[src/rtl/uart_rx_sel_if.sv]
// Receiver-side bundle: rate select and serial line in, byte and status strobes out.
// master is the receiver; slave is the pin driver plus the byte consumer.
interface uart_rx_sel_if;
    logic [1:0] baud_rate;
    logic       rx;
    logic [7:0] rx_data;
    logic       rx_valid;
    logic       rx_busy;
    logic       frame_err;
    logic       parity_err;

    modport master (
        input  baud_rate,
        input  rx,
        output rx_data,
        output rx_valid,
        output rx_busy,
        output frame_err,
        output parity_err
    );

    modport slave (
        output baud_rate,
        output rx,
        input  rx_data,
        input  rx_valid,
        input  rx_busy,
        input  frame_err,
        input  parity_err
    );
endinterface

[src/rtl/uart_rx_sel.sv]
// 16x-oversampled UART receiver, 8N1 (8E1 when UART_RX_PARITY_EN is defined), byte strobed at the stop-bit centre.
// About 9.5 bit times from the start edge to the strobe; no backpressure, so the consumer must take rx_data on rx_valid.
module uart_rx_sel #(
    parameter int CLK_FREQ = 100_000_000,
    parameter int OVS      = 16
) (
    input  logic           clk,
    input  logic           reset,
    uart_rx_sel_if.master  bus
);

    localparam int DIV_2400  = CLK_FREQ / (2400  * OVS);
    localparam int DIV_4800  = CLK_FREQ / (4800  * OVS);
    localparam int DIV_9600  = CLK_FREQ / (9600  * OVS);
    localparam int DIV_19200 = CLK_FREQ / (19200 * OVS);
    localparam int DW        = $clog2(DIV_2400 + 1);

    localparam logic [3:0] TC_MID = 4'(OVS / 2 - 1);
    localparam logic [3:0] TC_END = 4'(OVS - 1);

`ifdef UART_RX_PARITY_EN
    typedef enum logic [2:0] {IDLE, START, DATA, PARITY, STOP} state_t;
`else
    typedef enum logic [2:0] {IDLE, START, DATA, STOP} state_t;
`endif

    state_t          state;
    logic            rx_s1;
    logic            rx_s2;
    logic            rx_prev;
    logic [DW-1:0]   div_reg;
    logic [DW-1:0]   div_cnt;
    logic [3:0]      tick_cnt;
    logic [2:0]      bit_idx;
    logic [7:0]      shift;
    logic            par_bad;
    logic [7:0]      data_q;
    logic            valid_q;
    logic            busy_q;
    logic            ferr_q;
    logic            perr_q;
    logic            tick;
    logic            fall;

    function automatic logic [DW-1:0] sel_div(input logic [1:0] b);
        case (b)
            2'b00:   sel_div = DW'(DIV_2400);
            2'b01:   sel_div = DW'(DIV_4800);
            2'b10:   sel_div = DW'(DIV_9600);
            default: sel_div = DW'(DIV_19200);
        endcase
    endfunction

    assign tick = (div_cnt == div_reg - 1'b1);
    // Start detection looks only at the fully synchronised copy of the line.
    assign fall = rx_prev & ~rx_s2;

    always_ff @(posedge clk or negedge reset) begin
        if (!reset) begin
            state    <= IDLE;
            rx_s1    <= 1'b1;
            rx_s2    <= 1'b1;
            rx_prev  <= 1'b1;
            div_reg  <= '0;
            div_cnt  <= '0;
            tick_cnt <= '0;
            bit_idx  <= '0;
            shift    <= '0;
            par_bad  <= 1'b0;
            data_q   <= '0;
            valid_q  <= 1'b0;
            busy_q   <= 1'b0;
            ferr_q   <= 1'b0;
            perr_q   <= 1'b0;
        end else begin
            valid_q <= 1'b0;
            ferr_q  <= 1'b0;
            perr_q  <= 1'b0;
            rx_s1   <= bus.rx;
            rx_s2   <= rx_s1;
            rx_prev <= rx_s2;

            if (state == IDLE || tick) begin
                div_cnt <= '0;
            end else begin
                div_cnt <= div_cnt + 1'b1;
            end

            case (state)
                IDLE: begin
                    if (fall) begin
                        state    <= START;
                        busy_q   <= 1'b1;
                        tick_cnt <= '0;
                        par_bad  <= 1'b0;
                        div_reg  <= sel_div(bus.baud_rate);
                    end
                end
                START: begin
                    if (tick) begin
                        if (tick_cnt == TC_MID) begin
                            tick_cnt <= '0;
                            bit_idx  <= '0;
                            if (!rx_s2) begin
                                state <= DATA;
                            end else begin
                                state  <= IDLE;
                                busy_q <= 1'b0;
                            end
                        end else begin
                            tick_cnt <= tick_cnt + 4'd1;
                        end
                    end
                end
                DATA: begin
                    if (tick) begin
                        if (tick_cnt == TC_END) begin
                            tick_cnt       <= '0;
                            shift[bit_idx] <= rx_s2;
                            if (bit_idx == 3'd7) begin
`ifdef UART_RX_PARITY_EN
                                state <= PARITY;
`else
                                state <= STOP;
`endif
                            end else begin
                                bit_idx <= bit_idx + 3'd1;
                            end
                        end else begin
                            tick_cnt <= tick_cnt + 4'd1;
                        end
                    end
                end
`ifdef UART_RX_PARITY_EN
                PARITY: begin
                    if (tick) begin
                        if (tick_cnt == TC_END) begin
                            tick_cnt <= '0;
                            // Even parity: data bits plus parity bit must hold an even count of ones.
                            par_bad  <= rx_s2 ^ (^shift);
                            state    <= STOP;
                        end else begin
                            tick_cnt <= tick_cnt + 4'd1;
                        end
                    end
                end
`endif
                STOP: begin
                    if (tick) begin
                        if (tick_cnt == TC_END) begin
                            tick_cnt <= '0;
                            state    <= IDLE;
                            busy_q   <= 1'b0;
                            ferr_q   <= ~rx_s2;
                            perr_q   <= par_bad;
                            if (rx_s2 && !par_bad) begin
                                data_q  <= shift;
                                valid_q <= 1'b1;
                            end
                        end else begin
                            tick_cnt <= tick_cnt + 4'd1;
                        end
                    end
                end
                default: begin
                    state  <= IDLE;
                    busy_q <= 1'b0;
                end
            endcase
        end
    end

    assign bus.rx_data    = data_q;
    assign bus.rx_valid   = valid_q;
    assign bus.rx_busy    = busy_q;
    assign bus.frame_err  = ferr_q;
`ifdef UART_RX_PARITY_EN
    assign bus.parity_err = perr_q;
`else
    assign bus.parity_err = 1'b0;
`endif

endmodule

[src/flat_wrapper.sv]
// flat-port wrapper written by rule: the top's interface ports become plain ports
module uart_rx_sel_flat 
#(
    parameter int CLK_FREQ = 100_000_000,
    parameter int OVS      = 16
)
  (clk, reset, bus_baud_rate, bus_rx, bus_rx_data, bus_rx_valid, bus_rx_busy, bus_frame_err, bus_parity_err);
  uart_rx_sel_if bus_i ();
  input  logic clk;
  input  logic reset;
  input wire logic [$bits(bus_i.baud_rate)-1:0] bus_baud_rate;
  input wire logic [$bits(bus_i.rx)-1:0] bus_rx;
  output wire logic [$bits(bus_i.rx_data)-1:0] bus_rx_data;
  output wire logic [$bits(bus_i.rx_valid)-1:0] bus_rx_valid;
  output wire logic [$bits(bus_i.rx_busy)-1:0] bus_rx_busy;
  output wire logic [$bits(bus_i.frame_err)-1:0] bus_frame_err;
  output wire logic [$bits(bus_i.parity_err)-1:0] bus_parity_err;
  assign bus_i.baud_rate = bus_baud_rate;
  assign bus_i.rx = bus_rx;
  assign bus_rx_data = bus_i.rx_data;
  assign bus_rx_valid = bus_i.rx_valid;
  assign bus_rx_busy = bus_i.rx_busy;
  assign bus_frame_err = bus_i.frame_err;
  assign bus_parity_err = bus_i.parity_err;
  uart_rx_sel #(.CLK_FREQ(CLK_FREQ), .OVS(OVS)) u_core (.clk(clk), .reset(reset), .bus(bus_i));
endmodule
[config.mk]
export PLATFORM = sky130hd
export DESIGN_NAME = uart_rx_sel_flat
export DESIGN_NICKNAME = d
export VERILOG_FILES = /design/src/rtl/uart_rx_sel_if.sv /design/src/rtl/uart_rx_sel.sv /design/src/flat_wrapper.sv
export SDC_FILE = /design/constraint.sdc
export NUM_CORES = 1
export LEC_CHECK = 0
export ABC_AREA = 1
export CORE_MARGIN = 5
export CORE_UTILIZATION = 55
export DETAILED_ROUTE_END_ITERATION = 10
export GPL_TIMING_DRIVEN = 1
export HOLD_SLACK_MARGIN = 0.06
export MAX_ROUTING_LAYER = met4
export PLACE_DENSITY = 0.72
export SETUP_SLACK_MARGIN = 0.1
export SKIP_CTS_REPAIR_TIMING = 1
export SYNTH_ARGS = -nofsm -noshare
export SYNTH_HDL_FRONTEND = slang
export SYNTH_SLANG_ARGS = --single-unit
[constraint.sdc]
create_clock -name clk -period 2.1 [get_ports clk]
set_input_delay 0.315 -clock clk [delete_from_list [all_inputs] [get_ports clk]]
set_output_delay 0.315 -clock clk [all_outputs]
set_load 0.02 [all_outputs]
# [After elaboration in Yosys (flattened, before gate mapping)]
# Cells that the tools add are included.
# Widths: inputs -> output; s select.
[word_totals] reg_bits=56 memories=0 elab_cells=97 romBits=0 ram_bits=0 latch_bits=0 input_bits=5 out_inout_bits=12
[classes] n_reduce_logical=14 bitwise_logic=3 addsub=4 multipliers=0 n_div=0 order_cmp=2 n_mux=41 n_eq_ne=20 shifts=0
[ops] op="$mux 3" count=13
[ops] op="$pmux 12 s3" count=1
[ops] op="$mux 4" count=5
[ops] op="$ne 2x1->1 const B" count=10
[ops] op="$mux 1" count=14
[ops] op="$add 12x1->12 const B" count=1
[ops] op="$eq 12x12->1" count=1
[ops] op="$mux 12" count=1
[ops] op="$pmux 3 s4" count=1
[ops] op="$pmux 4 s3" count=1
[ops] op="$sub 12x1->12 const B" count=1
[ops] op="$bwmux 8" count=1
[ops] op="$reduce_and 4->1" count=2
[ops] op="$reduce_and 8->1" count=1
[ops] op="$reduce_and 7->1" count=1
[ops] op="$eq 3x2->1 const B" count=2
[ops] op="$pmux 3 s2" count=1
[ops] op="$reduce_and 6->1" count=1
[ops] op="$add 4x1->4 const B" count=1
[ops] op="$eq 4x3->1 const B" count=1
[ops] op="$eq 4x4->1 const B" count=1
[ops] op="$lt 3x4->1 const B" count=1
[ops] op="$pmux 1 s4" count=1
[ops] op="$add 3x1->3 const B" count=1
[ops] op="other kinds (19)" count=20

# [Logic depth before layout (Yosys ltp)]
[depth] word_depth=5 depth_mapped=16 depth_no_buf=16

# [Worst setup path after synthesis]
# No wires, ideal clock.
[synth_timing] kind="register to register" startpoint="register u_core.div_reg[0]" endpoint="register u_core.bit_idx[0]" arrival_ps=1843 period_less_slack_ps=1959 required_time_ps=1983 path_stages_with_launch=16 setup_slack_ps=141 n_path_buf=0 setup_ps=117 path_cell_list="dfrtp_1 > inv_1 > ha_1 > or2_1 > nand2_1 > nand2_1 > nand2_1 > nand2_1 > nor2_2 > nand3_2 > nor2_4 > nand3_1 > o21ai_2 > nand2_2 > nand2_1 > nand2_1"
[synth_via] elab_chain_len=4 elab_cells_between_ends=5 classes_between="1 x add/sub; 3 x eq/ne; 1 x reduce/logical"
[synth_lines] item="start: declaration" line="uart_rx_sel.sv:31" rtl="logic [DW-1:0] div_reg;"
[synth_lines] item="start signal: assignment" line="uart_rx_sel.sv:96" rtl="div_reg <= sel_div(bus.baud_rate);"
[synth_lines] item="$sub 12x1->12 (*)" line="uart_rx_sel.sv:54" rtl="assign tick = (div_cnt == div_reg - 1'b1);"
[synth_lines] item="$eq 12x12->1 (*)" line="uart_rx_sel.sv:54"
[synth_lines] item="$ne 2x1->1 (no line)"
[synth_lines] item="$reduce_and 6->1 (no line) (*)"
[synth_lines] item="end signal: assignment" line="uart_rx_sel.sv:127" rtl="bit_idx <= bit_idx + 3'd1;"
[synth_lines] item="end: declaration" line="uart_rx_sel.sv:34" rtl="logic [2:0] bit_idx;"
# Mark *: on every way between the ends. The rest lies on a longest branch, timed or not.
# A chain may end at the register's enable or synchronous reset.

# [Worst setup path after layout]
[layout_timing] startpoint="register u_core.div_reg[1]" endpoint="register u_core.data_q[3], in the netlist u_core.bus.rx_data[3]"
[layout_via] elab_chain_len=3
[layout_lines] item="$sub 12x1->12" line="uart_rx_sel.sv:54"
[layout_lines] item="$eq 12x12->1" line="uart_rx_sel.sv:54"
[layout_lines] item="$reduce_and 4->1 (no line)"
[layout_lines] item="end signal: assignment" line="uart_rx_sel.sv:157" rtl="data_q <= shift;"
[layout_lines] item="end: declaration" line="uart_rx_sel.sv:37" rtl="logic [7:0] data_q;"
# No other way between the ends.

==> implementation parameters <==
Parameter                              Value

Power and ir drop
  Internal power ... 2.42 mW
  Power per cell area ... 1170 mW/mm²
  Switching portion of total power ... 0.419
  Switching Power ... 1.74 mW
  Clock share of power ... 0.191
  Leakage power figure ... 1.79 nW
  Flop pwr share ... 0.337
  Power share of the combinational group ... 0.472
  Max VDD drop ... 843 µV

Drt
  Detailed-route DRC error count ... 0
  Count of vias placed by the detailed router ... 2447
  Number of violations reported at the end of detailed-routing iteration 0 ... 123
  Vias per inst ... 5.01
  Residual antenna-violating net count after detailed routing ... 0
  Drt pass-1 iters ... 4
  Sum of routed wire length over all layers ... 5960 µm
  Routed WL per cell ... 12.2 µm

Logic synthesis
  Number of flops mapped to enable cells by yosys ... 0
  Complex-gate fraction of the synthesized area ... 0.0652
  Synth Instances ... 389
  Number of nets in the synthesized netlist ... 404
  Adder-cell share of the synthesized area ... 0.0421
  Portion of netlist area occupied by mux cells ... 0
  Main combinational cell family by area after synthesis ... simple AND/OR/NAND/NOR gates
  Synthesis warning total ... 0
  Async set or reset register ratio after synthesis ... 1.00
  Mapped Area ... 0.00298 mm²
  Synthesized area divided by synthesized cell count ... 7.65 µm²
  Number of distinct standard cells referenced by the synthesized netlist ... 40
  Part of the Yosys area used for sequential elements ... 0.439
  Primary FF master, synth ... sky130_fd_sc_hd__dfrtp_1
  Share of the synthesized netlist area taken by xor and xnor gates ... 0.0349
  Total of flip-flops plus latches after synthesis ... 52
  Area share of and/or/nand/nor cells after synthesis ... 0.348

Die
  Chip Width ... 83.6 µm
  Area of the core ... 0.00517 mm²
  Standard-cell row count ... 26
  Die Footprint ... 0.00698 mm²
  Die Ht ... 83.6 µm
  Top-level I/O count ... 17
  Effective utilization at floorplan ... 0.575

Setup path
  Data required time of the critical path ... 2.35 ns
  Reg-to-Reg End ... u_core.bus.rx_data[3]$_DFFE_PN0P_
  Path type of the worst setup path ... register to register
  Maximum fanout along the worst path ... 6
  Cell with the largest stage delay on the worst path ... sky130_fd_sc_hd__dfrtp_1
  Kind of cell with the highest combined delay on the critical path ... simple AND/OR/NAND/NOR gates
  Most used cell along the critical path ... sky130_fd_sc_hd__nand2_1
  Reg2reg path depth ... 16
  Start point of the critical path ... u_core.div_reg[1]$_DFFE_PN0P_
  Stage delay of the slowest cell on the critical path ... 0.38 ns
  Buf/Inv on CP ... 3
  Endpoint type of the worst setup path ... register
  Critical R2R Launch ... u_core.div_reg[1]$_DFFE_PN0P_
  Arrival time at the worst endpoint ... 2.34 ns
  Reg2reg setup slack ... 0.01 ns
  Critical Path Start Type ... register
  Cell breakdown of the critical path ... inv_2 -> ha_4 -> or2_1 -> nand2_1 -> nand2_1 -> nand2_1 -> nand2_2 -> nor2_2 -> nand3_2 -> nor2_4 -> nand2_4 -> inv_6 -> nand4_4 -> clkinv_2 -> nand2_1 -> nand2_1

CTS
  CTS tree ... done
  Clock transition at path regs ... 0.10 ns
  Number of clock sinks ... 52
  Number of levels the H-tree was split into ... 2
  Maximum buffer depth of the clock tree ... 2
  Worst-skew pair later-pin latency ... 0.30 ns
  TritonCTS buffer count ... 5
  Buffer cell driving the clock tree root ... sky130_fd_sc_hd__clkbuf_8

Global route
  Antenna violations before repair ... 0
  Grt peak-use layer ... met1
  Met3 GRT Util ... 0.0365
  Largest net degree at the start of global routing ... 53
  Vias in the first global route ... 2138
  Wire length of the first global-routing pass ... 9920 µm
  Remaining global-route overflow ... 0
  Fraction of met2 tracks used by global routing ... 0.249
  Global Route met1 Usage ... 0.261
  Global router's overall resource usage ... 0.177

Final layout
  Final-layout fill cell count ... 425
  Core Util, Final ... 0.688
  Inserted Diodes ... 0
  Flip-flop count of the largest register after layout ... 12
  Area added between synthesis and finish ... 19.6%
  Layout net count ... 432
  Layout cells sized above 1 ... 0.170
  Non-filler cells in the finished layout ... 488
  Commonest cells after routing, fill and taps aside ... 115 x sky130_fd_sc_hd__nand2_1, 49 x sky130_fd_sc_hd__dfrtp_1, 41 x sky130_fd_sc_hd__nor2_1
  Most common cell after layout, fill and taps aside ... sky130_fd_sc_hd__nand2_1

Timing
  Clk_skew ... 0.00991 ns
  Number of max-slew violations in the final report ... 0
  Worst Hold Margin ... 0.362 ns
  Post-layout minimum cycle time ... 2.09 ns
  Portion of the clock cycle consumed by the worst path in the final layout ... 0.993
  Setup slack after layout ... 0.0150 ns
  Final Hold Violating Endpoints ... 0
  Setup repair after global routing missed its margin ... yes
  Final setup violation count ... 0
  Maximum achievable frequency ... 0.480 GHz
  Setup TNS ... 0 ns

Placed design
  Port Buffers ... 15
  Placed cell count ... 476
  Pre-CTS worst setup slack ... -0.0155 ns
  Post-DP HPWL ... 4270 µm
  Placer Congestion ... 0.925

Outcome
  Result of the run ... finished, final reports clean

Worst hold path
  Worst-case hold path end point ... u_core.rx_s2$_DFF_PN1_
  Source of the worst hold timing path ... u_core.rx_s1$_DFF_PN1_
  Number of cells on the worst hold path ... 0
  Min-delay worst type ... register to register

Job
  Max-capacitance violation count ... 0
==> stage by stage <==
step,power [mW],area [µm²]
floorplan,2.69,2980
global placement,3.07,3250
detailed placement,3.08,3250
CTS,3.89,3390
global route,4.50,3560
finish,4.16,3560
==> final cells by class <==
cell class                 count  area, µm²  share of cell area
clock buffer                   6       72.6              0.0204
multi-input combinational    288       1600               0.449
tap                           70       87.6              0.0246
clock inverter                 2       60.1              0.0169
sequential                    52       1310               0.367
timing repair inverter         1       5.00             0.00141
timing repair buffer          25        255              0.0717
inverter                      44        175              0.0492
==> worst max-delay path by stage <==
stage	to	slack, ns	depth (start not counted)
after global placement	u_core.bus.rx_data[2]$_DFFE_PN0P_	0.01	16
final	u_core.bus.rx_data[3]$_DFFE_PN0P_	0.01	16
after detailed placement	u_core.bit_idx[0]$_DFFE_PN0P_	-0.02	15
after CTS	u_core.bus.rx_data[3]$_DFFE_PN0P_	-0.02	16
after global routing	u_core.bit_idx[0]$_DFFE_PN0P_	-0.14	15
after floorplan	u_core.bit_idx[0]$_DFFE_PN0P_	0.14	15
==> cell families after synthesis <==
logic type                 count (synthesis)
and+or+nand+nor                          233
DFF                                       52
buffers and inverters                     50
AOI/OAI and AO/OA                         32
xor gates and xnor gates                  11
adders and majority gates                 10
other                                      1
==> power groups by stage <==
| stage | Clock (mW) | Sequential [mW] | Combinational [mW] |
|---|---|---|---|
| after floorplan | 0 | 1.37 | 1.32 |
| after global placement | 0 | 1.40 | 1.67 |
| after detailed placement | 0 | 1.40 | 1.68 |
| after CTS | 0.817 | 1.38 | 1.69 |
| after global routing | 0.868 | 1.43 | 2.20 |
| final | 0.796 | 1.40 | 1.96 |
==> cell usage after synthesis, drive strengths merged, types with 4 or more instances <==
| cell type | count | share of area |
|---|---|---|
| inv | 43 | 0.054 |
| o21ai | 18 | 0.032 |
| buf | 4 | 0.011 |
| nand4 | 10 | 0.026 |
| dfrtp | 49 | 0.41 |
| ha | 10 | 0.042 |
| nor3 | 5 | 0.0084 |
| nand3 | 26 | 0.045 |
| nor2 | 53 | 0.079 |
| xor2 | 8 | 0.026 |
| nand2 | 131 | 0.17 |
==> metal layers <==
| metal | share of wire | wire length, µm |
|---|---|---|
| met1 | 0.50 | 2980 |
| met2 | 0.43 | 2570 |
| met3 | 0.057 | 338 |
| met4 | 0.012 | 73 |
| met5 | 0 | 0 |
(Power assumes the default switching activity.)
